--- config.mk ---
export PLATFORM = sky130hd
export DESIGN_NAME = lfsr_gen_flat
export DESIGN_NICKNAME = d
export VERILOG_FILES = /design/src/rtl/lfsr_gen_if.sv /design/src/rtl/lfsr_gen.sv /design/src/flat_wrapper.sv
export SDC_FILE = /design/constraint.sdc
export NUM_CORES = 1
export LEC_CHECK = 0
export CORE_UTILIZATION = 30
export CTS_BUF_LIST = sky130_fd_sc_hd__clkbuf_2
export DETAILED_ROUTE_END_ITERATION = 6
export GPL_ROUTABILITY_DRIVEN = 0
export GPL_TIMING_DRIVEN = 0
export PLACE_DENSITY = 0.63
export SYNTH_ARGS = -nofsm -noshare
export SYNTH_HDL_FRONTEND = slang
export SYNTH_SLANG_ARGS = --single-unit
--- constraint.sdc ---
create_clock -name clk -period 3.3 [get_ports clk]
set_clock_uncertainty 0.15 [all_clocks]
set_input_delay 0.495 -clock clk [delete_from_list [all_inputs] [get_ports clk]]
set_output_delay 0.495 -clock clk [all_outputs]
set_load 0.05 [all_outputs]
--- src/rtl/lfsr_gen_if.sv ---
// Bus bundle for lfsr_gen: step/load controls towards the generator, register view and status back.
// The generator sits on the slave modport; whoever drives en/load/seed uses master.
interface lfsr_gen_if #(
    parameter int WIDTH = 10,
    parameter int CNT_W = 16
);
    logic             en;
    logic             load;
    logic [WIDTH-1:0] seed;
    logic             out;
    logic [WIDTH-1:0] state;
    logic             lockup;
    logic             period_done;
    logic [CNT_W-1:0] step_cnt;

    modport master (
        output en, load, seed,
        input  out, state, lockup, period_done, step_cnt
    );

    modport slave (
        input  en, load, seed,
        output out, state, lockup, period_done, step_cnt
    );
endinterface

--- src/rtl/lfsr_gen.sv ---
// Parametrised LFSR (Fibonacci-XNOR or Galois-XOR) with seed load, lock-up escape,
// and a period detector that flags every return of the register to its anchor value.
module lfsr_gen #(
    parameter int               WIDTH        = 10,
    parameter logic [WIDTH-1:0] TAPS         = 10'h240,
    parameter int               MODE         = 0,
    parameter logic [WIDTH-1:0] RESET_SEED   = '0,
    parameter bit               RECOVER      = 1'b1,
    parameter logic [WIDTH-1:0] RECOVER_SEED = {{(WIDTH-1){1'b0}}, 1'b1},
    parameter int               CNT_W        = 16
) (
    input  logic      clk,
    input  logic      reset_n,
    lfsr_gen_if.slave bus
);

    localparam logic [WIDTH-1:0] LOCK_VAL = (MODE == 0) ? {WIDTH{1'b1}} : {WIDTH{1'b0}};

    // Configurations that can never leave (or never reach) a useful sequence are rejected up front.
    generate
        if (WIDTH < 2 || WIDTH > 32) begin : g_bad_width
            $error("lfsr_gen: WIDTH must be in 2..32");
        end
        if (MODE != 0 && MODE != 1) begin : g_bad_mode
            $error("lfsr_gen: MODE must be 0 (Fibonacci XNOR) or 1 (Galois XOR)");
        end
        if (RESET_SEED == LOCK_VAL) begin : g_bad_reset_seed
            $error("lfsr_gen: RESET_SEED equals the lock value");
        end
        if (RECOVER_SEED == LOCK_VAL) begin : g_bad_recover_seed
            $error("lfsr_gen: RECOVER_SEED equals the lock value");
        end
        if (MODE == 1 && TAPS[0] == 1'b0) begin : g_bad_galois_taps
            $error("lfsr_gen: Galois mode needs TAPS bit 0 set");
        end
    endgenerate

    typedef enum logic [2:0] {
        ACT_HOLD,
        ACT_LOAD,
        ACT_RECOVER,
        ACT_STUCK,
        ACT_STEP
    } action_e;

    function automatic logic [WIDTH-1:0] f_step(input logic [WIDTH-1:0] q);
        logic [WIDTH-1:0] v_shift;
        v_shift = {q[WIDTH-2:0], 1'b0};
        if (MODE == 0) begin
            return {q[WIDTH-2:0], ~^(q & TAPS)};
        end
        return v_shift ^ (q[WIDTH-1] ? TAPS : {WIDTH{1'b0}});
    endfunction

    logic [WIDTH-1:0] r_q;
    logic [WIDTH-1:0] r_anchor;
    logic [CNT_W-1:0] r_cnt;
    logic             r_period_done;

    action_e          w_action;
    logic             w_lockup;
    logic [WIDTH-1:0] w_step;
    logic [CNT_W-1:0] w_cnt_inc;
    logic [WIDTH-1:0] w_q_nxt;
    logic [WIDTH-1:0] w_anchor_nxt;
    logic [CNT_W-1:0] w_cnt_nxt;
    logic             w_period_done_nxt;

    assign w_lockup  = (r_q == LOCK_VAL);
    assign w_step    = f_step(r_q);
    assign w_cnt_inc = (r_cnt == {CNT_W{1'b1}}) ? r_cnt : r_cnt + CNT_W'(1);

    // Load beats everything; an enabled step on the lock value either escapes or sticks.
    always_comb begin
        // NOTE: every always_comb output gets a default first so no path can infer a latch.
        w_action = ACT_HOLD;
        if (bus.load) begin
            w_action = ACT_LOAD;
        end else if (bus.en && w_lockup) begin
            w_action = RECOVER ? ACT_RECOVER : ACT_STUCK;
        end else if (bus.en) begin
            w_action = ACT_STEP;
        end
    end

    always_comb begin
        w_q_nxt           = r_q;
        w_anchor_nxt      = r_anchor;
        w_cnt_nxt         = r_cnt;
        w_period_done_nxt = 1'b0;
        case (w_action)
            ACT_LOAD: begin
                w_q_nxt      = bus.seed;
                w_anchor_nxt = bus.seed;
                w_cnt_nxt    = '0;
            end
            ACT_RECOVER: begin
                w_q_nxt      = RECOVER_SEED;
                w_anchor_nxt = RECOVER_SEED;
                w_cnt_nxt    = '0;
            end
            ACT_STUCK: begin
                w_cnt_nxt         = w_cnt_inc;
                w_period_done_nxt = (r_q == r_anchor);
            end
            ACT_STEP: begin
                w_q_nxt           = w_step;
                w_cnt_nxt         = w_cnt_inc;
                w_period_done_nxt = (w_step == r_anchor);
            end
            default: begin
            end
        endcase
    end

    always_ff @(posedge clk or negedge reset_n) begin
        // NOTE: sequential state uses non-blocking assignments so every register samples pre-edge values.
        if (!reset_n) begin
            r_q           <= RESET_SEED;
            r_anchor      <= RESET_SEED;
            r_cnt         <= '0;
            r_period_done <= 1'b0;
        end else begin
            r_q           <= w_q_nxt;
            r_anchor      <= w_anchor_nxt;
            r_cnt         <= w_cnt_nxt;
            r_period_done <= w_period_done_nxt;
        end
    end

    assign bus.out         = r_q[WIDTH-1];
    assign bus.state       = r_q;
    assign bus.lockup      = w_lockup;
    assign bus.period_done = r_period_done;
    assign bus.step_cnt    = r_cnt;

    // A period pulse is only ever raised in the cycle the register sits on its anchor.
    a_period_on_anchor : assert property (
        @(posedge clk) disable iff (!reset_n) r_period_done |-> (r_q == r_anchor)
    );

    a_recover_escapes : assert property (
        @(posedge clk) disable iff (!reset_n)
        (RECOVER && w_lockup && bus.en && !bus.load) |=> !w_lockup
    );

endmodule

--- src/flat_wrapper.sv ---
// flat-port wrapper written by rule: the top's interface ports become plain ports
module lfsr_gen_flat 
#(
    parameter int               WIDTH        = 10,
    parameter logic [WIDTH-1:0] TAPS         = 10'h240,
    parameter int               MODE         = 0,
    parameter logic [WIDTH-1:0] RESET_SEED   = '0,
    parameter bit               RECOVER      = 1'b1,
    parameter logic [WIDTH-1:0] RECOVER_SEED = {{(WIDTH-1){1'b0}}, 1'b1},
    parameter int               CNT_W        = 16
)
  (clk, reset_n, bus_en, bus_load, bus_seed, bus_out, bus_state, bus_lockup, bus_period_done, bus_step_cnt);
  lfsr_gen_if #(.WIDTH(WIDTH), .CNT_W(CNT_W)) bus_i ();
  input  logic clk;
  input  logic reset_n;
  input wire logic [$bits(bus_i.en)-1:0] bus_en;
  input wire logic [$bits(bus_i.load)-1:0] bus_load;
  input wire logic [$bits(bus_i.seed)-1:0] bus_seed;
  output wire logic [$bits(bus_i.out)-1:0] bus_out;
  output wire logic [$bits(bus_i.state)-1:0] bus_state;
  output wire logic [$bits(bus_i.lockup)-1:0] bus_lockup;
  output wire logic [$bits(bus_i.period_done)-1:0] bus_period_done;
  output wire logic [$bits(bus_i.step_cnt)-1:0] bus_step_cnt;
  assign bus_i.en = bus_en;
  assign bus_i.load = bus_load;
  assign bus_i.seed = bus_seed;
  assign bus_out = bus_i.out;
  assign bus_state = bus_i.state;
  assign bus_lockup = bus_i.lockup;
  assign bus_period_done = bus_i.period_done;
  assign bus_step_cnt = bus_i.step_cnt;
  lfsr_gen #(.WIDTH(WIDTH), .TAPS(TAPS), .MODE(MODE), .RESET_SEED(RESET_SEED), .RECOVER(RECOVER), .RECOVER_SEED(RECOVER_SEED), .CNT_W(CNT_W)) u_core (.clk(clk), .reset_n(reset_n), .bus(bus_i));
endmodule
==> metrics <==
initial core utilization 31.2%; Hold Fails Final Rpt 0; met1 track demand over resource 21.5%; area of the multi-input gates 981 µm²; setup bufs post-CTS 0; Final ANT Viol Nets 0; Flop pwr share 54.3%; CP max stage cell clkdlybuf4s50_1; post-synth top area share 46.5%; RR Startpoint u_core.bus.state[0]; ant diodes 0; Clock Latency Late Sink 0.39 ns; setup TNS 0 ns; Worst Path Buf+Inv 2; Max Cap Viol 0; register-to-register setup slack 1.12 ns; met2 Use GR 23.0%; f_max 0.339 GHz; Die Footprint 6970 µm²; hold crit path type in -> async; post-DR wirelength/cell 14.3 µm; Iter 0 DRT Violations 88; RR Endpoint u_core.r_anchor[5]; vias in the first global route 1700; final worst-path cycle share 89.3%; via/cell ratio 5.16; total congestion overflow 0; synthesized flop and latch total 37; Post-synth EDFFs 0; DR DRC count 0; first-pass GRT wire length 8300 µm; Ys Warns 0; Comb power frac 23.5%; crit-path cells and4_1 -> nand3_1 -> inv_1 -> clkdlybuf4s50_1; Layout Nets 277; post-synthesis sequential area ratio 46.5%; Vias 1755; layout filler cell count 632; crit path kind reg -> out; CP required 2.65 ns; P_leak 1.04 nW; Syn Nets 228; CP max stage delay 0.82 ns; port bufs 42; hold_ws 0.00956 ns; Max Slew Vio Count 0; CTS tree yes; outcome finished clean; Area growth syn-to-layout 27.8%; Area contributors post-synth dfrtp_1 46%, nand2_1 7.3%, xnor2_1 5.3%; syn avg cell area 9.36 µm²; Clock transition at path regs 0.20 ns; Reg2Reg Depth 6; share of cells above drive strength 1 9.51%; post-CTS sizing 0; Synth Instances 213; Post-CTS Hold Buffers 0; post-synth cell types 43; largest net degree at the start of global routing 38; Worst-Margin Slew 0.806 ns; Top Family by Delay on Critical Path buffers and inverters; cts bufs inserted 5; CP max FO 5; pwr/cell area 372 nW/µm²; CP Capture Type output pin; Worst EP arrival 2.30 ns; fraction of registers with async set/reset 100%; GR Layer Usage met3 2.67%; leading area contributor after synthesis dfrtp_1; grt peak-use layer met2; Pint 0.000618 W; Worst setup SP type flip-flop; hpwl dp 3550 µm; Die H 83.5 µm; top-count cell post-synth nand2_1; Sink Count 37; min Tclk post-route 2.95 ns; clock tree buffer depth 2; initial antenna violation count 0; Commonest cells post-synth 39 x nand2_1, 37 x dfrtp_1, 13 x o21ai_0, 12 x xnor2_1, 11 x a31oi_1; Cell Area, Synth 1990 µm²; WL final 4860 µm; switching share of power 34.7%; FF/Latch Area 926 µm²; Post-synth top flop dfrtp_1; CTS HTree Levels 2; io pins 43; Die X-Extent 83.5 µm; final setup fails 0; worst vdd ir 129 µV; Root Buffer clkbuf_2; switching pwr 0.000329 W; RSZ-0062 raised after global routing no; Max transition margin 46.3%; core area 6390 µm²; first-pass iteration count of the detailed router 4; Total GRT Usage 15.1%; clock share of power 22.2%; Rows 29
## cell usage in the layout, fill, tap and decap left out, types with 2 or more instances in the layout
cell type,synthesis,routed
nand2b_1,2,2
and3_1,2,2
o31ai_1,5,5
nor2b_1,9,9
buf_4,2,2
o21ai_0,13,13
nor2_1,6,6
a21oi_1,7,7
nand4_1,5,5
or3_1,3,3
nand4_2,2,2
clkinv_2,0,2
and2_1,2,2
clkdlybuf4s50_1,0,41
nand2_1,39,39
a31oi_1,11,11
clkbuf_2,0,5
nand3_1,8,8
o211ai_1,8,8
inv_1,7,7
clkbuf_1,4,4
dfrtp_1,37,37
buf_2,3,4
xnor2_1,12,12
a31o_2,2,2
and4_1,2,2
a41oi_1,2,2
nand4b_1,2,2
## flip-flops by register name (all words and copies together) (netlist names)
| signal | flops |
|---|---|
| u_core.r_anchor | 10 |
| u_core.bus.state | 10 |
| u_core.bus.period_done | 1 |
| u_core.bus.step_cnt | 16 |
## through the flow
step	instance area [µm²]	power (W)	cells	utilization, %	setup slack, ns
6_report	2550	0.000948	340	39.9	0.354
5_1_grt	2550	0.000995	340	39.9	0.227
4_1_cts	2550	0.000954	340	39.9	0.349
3_5_place_dp	2500	0.000747	332	39.2	0.758
3_3_place_gp	2510	0.000746	332	39.3	0.655
2_1_floorplan	1990	0.000659	213	-	1.13
## worst max path at each step
stage                            from                       to  slack [ns]  cells after the start
2_1_floorplan  u_core.bus.step_cnt[0]  u_core.bus.step_cnt[14]        1.13                      6
5_1_grt           u_core.bus.state[0]               bus_lockup        0.23                      4
3_5_place_dp                   bus_en      u_core.bus.state[4]        0.76                      5
4_1_cts           u_core.bus.state[6]               bus_lockup        0.35                      4
3_3_place_gp                  reset_n   u_core.bus.step_cnt[0]        0.65                      1
6_report          u_core.bus.state[0]               bus_lockup        0.35                      4
## worst register-to-register path, cell delays in order, from the launching register on
cell and delay (ns):
dfrtp_1 0.51, and4_1 0.27, a41oi_1 0.46, buf_2 0.32, buf_2 0.27, nand2_1 0.10, nand2_1 0.06
## power groups by stage
| stage | registers (W) | logic, W | clock network, W |
|---|---|---|---|
| detailed placement | 0.000523 | 0.000224 | 0 |
| global placement | 0.000522 | 0.000224 | 0 |
| floorplan | 0.000572 | 0.0000868 | 0 |
| global route | 0.000519 | 0.000243 | 0.000232 |
| CTS | 0.000514 | 0.000225 | 0.000216 |
| finish | 0.000515 | 0.000223 | 0.000210 |
## cells by family after synthesis
kind of cell | after synthesis | share of synthesized area (%)
compound gates | 57 | 20.3
fa+ha+maj | 1 | 0.628
xor+xnor | 13 | 5.71
mux | 1 | 0.502
buf+inv | 18 | 4.33
flops | 37 | 46.5
simple gates | 86 | 22.0
## routing by layer
metal | wire [µm] | vias to the layer above
met2 | 2160 | 49
met1 | 2370 | 837
li1 | - | 860
met3 | 234 | 9
met4 | 98 | 0
met5 | 0 | -
## layout make-up
class | count | share of cell area, %
inverters | 7 | 1.03
flip-flops and latches | 37 | 36.3
clock inverters | 3 | 0.688
repair buffers | 42 | 16.3
plain buffers | 11 | 2.36
clock buffers | 5 | 0.982
well taps | 77 | 3.78
multi-input cells | 158 | 38.5
Note: power is estimated with default switching activity, not from simulation.
==> variant 1 (same flow settings) <==
`CNT_W` is set to 16 in 3 places; all go to 14.
--- a/src/rtl/lfsr_gen_if.sv
+++ b/src/rtl/lfsr_gen_if.sv
@@ -4,3 +4,3 @@
     parameter int WIDTH = 10,
-    parameter int CNT_W = 16
+    parameter int CNT_W = 14
 );
--- a/src/rtl/lfsr_gen.sv
+++ b/src/rtl/lfsr_gen.sv
@@ -9,3 +9,3 @@
     parameter logic [WIDTH-1:0] RECOVER_SEED = {{(WIDTH-1){1'b0}}, 1'b1},
-    parameter int               CNT_W        = 16
+    parameter int               CNT_W        = 14
 ) (
--- a/src/flat_wrapper.sv
+++ b/src/flat_wrapper.sv
@@ -9,3 +9,3 @@
     parameter logic [WIDTH-1:0] RECOVER_SEED = {{(WIDTH-1){1'b0}}, 1'b1},
-    parameter int               CNT_W        = 16
+    parameter int               CNT_W        = 14
 )
Interface: changed (resized bus_step_cnt); port bits go from 43 to 41. No check against the original RTL was run, so the function may have changed too.
==> variant 1 against the original RTL <==
Non-clock buffer count is 4 lower. Sequential cell count is 2 lower. Total power is 4.8% lower. Final area is 5.7% lower. Worst setup slack better by 0.041 ns. Wire length is 9.8% lower. Area after synthesis is 6.1% lower. Largest cell class unchanged.
==> variant 1: results (changes against the original RTL) <==
Power and ir drop
The clock network power consumption is 195 uW (was 210 uW). The combinational fraction of design power was 0.237 (was 0.235). The combinational power is 214 uW (was 223 uW). The leakage component of the power is 1.03 nW (was 1.04 nW).

The maximum resistive drop on vdd was 0.238 mV (was 0.129 mV). The cell-internal power is 598 uW (was 618 uW).

Clock network
The register clock-pin slew on the reported worst setup and hold paths came to 0.17 ns (was 0.20 ns). The clock insertion delay at the later pin of the skew report is 0.36 ns (was 0.39 ns).

Synth
The post-synthesis sequential area ratio was 0.468 (was 0.465). The area share of the leading cell type in the synthesized netlist is 0.468 (was 0.465). The xor/xnor share of the synthesized area is 0.0655 (was 0.0571). The adder-cell area share of the yosys netlist was 0.00668 (was 0.00628). Cell types occupying the most area after synthesis: sky130_fd_sc_hd__dfrtp_1, sky130_fd_sc_hd__nand2_1, sky130_fd_sc_hd__mux2i_1 (was sky130_fd_sc_hd__dfrtp_1, sky130_fd_sc_hd__nand2_1, sky130_fd_sc_hd__xnor2_1).

Cells and area
The combined area of the multi-input logic cells is 936 sq um (was 981 sq um). The buffering overhead is 0.187 (about the same). The net total in the final layout came to 260 (was 277). The post-route non-filler standard cell count was 321 (was 340).

The fraction of final layout cells sized beyond drive strength 1 is 0.0854 (was 0.0951). The number of buffers outside the clock class in the layout is 49 (was 53). The number of flip-flops under the largest register name is 14 (was 16). The filler cell count in the final layout came to 615 (was 632). The register fraction of the total cell area is 0.365 (was 0.363).

Run status
Outcome: completed (unchanged).

Worst setup path
The maximum fanout along the worst path is 6 (was 5). The highest cell delay on the worst timing path was 0.87 ns (was 0.82 ns). The data arrival time of the critical path was 2.26 ns (was 2.30 ns).

Place
The post-DP HPWL is 3200 microns (was 3550 microns). The worst slack after detailed placement is 0.758 ns (about the same). The cell count after placement came to 313 (was 332).

Global routing
The wire length of the first global-routing pass is 7350 microns (was 8300 microns). The number of global-route vias before repair is 1543 (was 1700). The largest net degree at the start of global routing is 36 (was 38).

Routing
The post-detailed-routing wire length is 4380 microns (was 4860 microns).

Timing
The final hold slack is 0.0302 ns (was 0.00956 ns).
## variant 1: cell count changes in the layout (fill, tap and decap cells not counted), sizes merged, moves of 7 or more
cell	delta
a31oi	-10
mux2i	+7
nor2	+11
o211ai	-9
## variant 1: how the worst max path moves through the flow
stage,startpoint,end,slack [ns],cells past startpoint
after floorplan,u_core.bus.state[9],u_core.bus.step_cnt[6],0.62,6
after global placement,bus_en,u_core.bus.step_cnt[6],0.79,8
after detailed placement,bus_en,u_core.bus.step_cnt[6],0.76,8
after CTS,u_core.bus.state[0],bus_lockup,0.34,3
after global routing,u_core.bus.state[9],bus_lockup,0.26,3
final,u_core.bus.state[0],bus_lockup,0.40,3
## variant 1: per-layer routing
layer  track usage  vias to the layer above  wire length [microns]
met5             0                        -                      0
met4        0.0429                        0                     17
met3        0.0348                        2                    196
met2         0.245                       38                   2100
met1         0.189                      749                   2070
li1              -                      783                      -
==> variant 2 (config.mk and constraints unchanged) <==
Made on the original files. Make the reset (`reset_n`) synchronous in one clocked block.
--- a/src/rtl/lfsr_gen.sv
+++ b/src/rtl/lfsr_gen.sv
@@ -115,3 +115,3 @@
 
-    always_ff @(posedge clk or negedge reset_n) begin
+    always_ff @(posedge clk) begin
         // NOTE: sequential state uses non-blocking assignments so every register samples pre-edge values.
Behaviour: differs if reset_n is asserted again (counterexample within 4 cycles, from zero or initial values and one cycle with reset_n low); with reset_n held inactive, the same outputs for 10 cycles.
==> variant 2 against the original RTL <==
Critical path depth down 1. Wire length rose by 2.3%. Total power decreased by 11%. Worst setup slack lost 0.00064 ns. Sequential cell count stayed put. Synthesized cell count is 0.47% lower. Final area is 5.0% lower. Sequential power is 6.2% lower. Largest cell class unchanged. Area after synthesis down 5.5%. Clock power is 5% lower.
==> variant 2: results (changes against the original RTL) <==
Run status
Outcome: completed (unchanged).

Synth
Cell types occupying the most area after synthesis: sky130_fd_sc_hd__dfxtp_1, sky130_fd_sc_hd__xnor2_1, sky130_fd_sc_hd__nor2b_1 (was sky130_fd_sc_hd__dfrtp_1, sky130_fd_sc_hd__nand2_1, sky130_fd_sc_hd__xnor2_1). The count of different cell masters after synthesis was 44 (was 43). The post-synthesis async set-or-reset flop share is 0 (was 1.00). Ranking of synthesized cells by instance count: sky130_fd_sc_hd__dfxtp_1, sky130_fd_sc_hd__nor2b_1, sky130_fd_sc_hd__nor2_1, sky130_fd_sc_hd__xnor2_1, sky130_fd_sc_hd__nor3_1 (was sky130_fd_sc_hd__nand2_1, sky130_fd_sc_hd__dfrtp_1, sky130_fd_sc_hd__o21ai_0, sky130_fd_sc_hd__xnor2_1, sky130_fd_sc_hd__a31oi_1).

The post-synthesis sequential area ratio is 0.393 (was 0.465). The post-synth net total came to 227 (was 228). The synthesis warning total is 0 (unchanged).

Clock network
The number of CTS-inserted buffers is 5 (unchanged). The number of cells upsized or downsized after cts was 0 (unchanged). The number of setup buffers added after CTS is 0 (unchanged).

The root buffer cell is sky130_fd_sc_hd__clkbuf_2 (unchanged). The total number of H-tree levels is 2 (unchanged). The clock insertion delay at the later pin of the skew report is 0.39 ns (about the same). The number of buffers on the longest clock path is 2 (unchanged).

The register clock-pin slew on the reported worst setup and hold paths was 0.20 ns (about the same).

Cells and area
The net total in the final layout is 275 (was 277). The fraction of final layout cells sized beyond drive strength 1 is 0.0731 (was 0.0951). The count of antenna diodes in the layout is 0 (unchanged).

The number of flip-flops under the largest register name is 16 (unchanged).

Routing
The number of design rule violations left after detail routing is 0 (unchanged). The total iterations of the first detailed-routing run is 4 (unchanged). The number of DRC violations after detailed-routing iteration 0 is 229 (was 88). The routed via count is 1761 (was 1755). The post-detailed-routing wire length is 4970 microns (was 4860 microns).

Global routing
The overall global routing resource usage is 0.165 (was 0.151). The number of antenna violations at the first check in global routing is 0 (unchanged). The number of global-route vias before repair is 1681 (was 1700). The wire length of the first global-routing pass is 8230 microns (was 8300 microns). The largest net degree at the start of global routing is 11 (was 38).

Timing
The slew at the pin with the worst max-slew slack is 0.658 ns (was 0.806 ns).

Worst setup path
The data arrival time of the critical path came to 2.30 ns (about the same). The maximum fanout along the worst path is 7 (was 5). The minimum setup slack among reg-to-reg paths is 0.98 ns (was 1.12 ns).

Power and ir drop
The leakage component of the power came to 0.774 nW (was 1.04 nW). The cell-internal power was 579 uW (was 618 uW). The maximum resistive drop on vdd was 0.109 mV (was 0.129 mV).

Place
The quantity of I/O buffers inserted on ports is 41 (was 42). The post-DP HPWL is 3640 microns (was 3550 microns).

Worst hold path
The worst hold-check path type was input port to flip-flop (was input port to asynchronous set/reset pin).
==> variant 2: critical path: stages (launching register included) <==
cell	delay, ns
sky130_fd_sc_hd__dfxtp_1	0.50
sky130_fd_sc_hd__nand4_1	0.28
sky130_fd_sc_hd__nor3_1	0.29
sky130_fd_sc_hd__clkdlybuf4s50_1	0.84
==> variant 2: layout make-up <==
class | instances | area (sq um)
inverter | 6 | 22.5
timing repair buffer | 41 | 410
sequential | 37 | 741
clock inverter | 1 | 3.75
multi-input combinational | 158 | 1050
fill | 615 | 3570
buffer | 11 | 66.3
clock buffer | 6 | 30.0
tap | 75 | 93.8
==> variant 2: logic make-up after synthesis <==
group | after synthesis | share of synthesized area
fa+ha+maj | 1 | 0.00664
buf+inv | 17 | 0.0472
compound gates | 49 | 0.199
simple gates | 90 | 0.270
flops | 37 | 0.393
xor+xnor | 18 | 0.0837
==> variant 2: path summary, 6_finish.rpt <==
path	cells after the start	endpoint	startpoint
hold reg to reg	2	u_core.r_anchor[0]	u_core.r_anchor[0]
hold / removal	2	u_core.bus.step_cnt[9]	reset_n
setup reg to reg	7	u_core.bus.step_cnt[14]	u_core.bus.step_cnt[0]
setup / recovery	3	bus_lockup	u_core.bus.state[3]
==> variant 2: metrics by stage <==
stage	total power, mW	worst slack [ns]	cells	cell area, sq um	hold WS (ns)
CTS	0.848	0.317	335	2420	0.232
global route	0.880	0.233	335	2420	0.227
floorplan	0.590	0.478	212	1880	0.289
global placement	0.648	0.641	328	2390	0.302
detailed placement	0.649	0.642	328	2390	0.317
finish	0.839	0.353	335	2420	0.257
==> variant 2: per-layer routing <==
layer | vias up | global-route usage | wire [microns]
li1 | 883 | - | -
met5 | - | 0 | 0
met4 | 0 | 0.0696 | 65
met1 | 833 | 0.212 | 2320
met2 | 39 | 0.266 | 2370
met3 | 6 | 0.0326 | 212
==> variant 2: power groups by stage <==
stage	Sequential (mW)	Combinational, mW	Clock [mW]
4_1_cts	0.483	0.158	0.207
3_5_place_dp	0.492	0.157	0
6_report	0.483	0.157	0.199
3_3_place_gp	0.491	0.156	0
5_1_grt	0.486	0.171	0.223
2_1_floorplan	0.516	0.0734	0
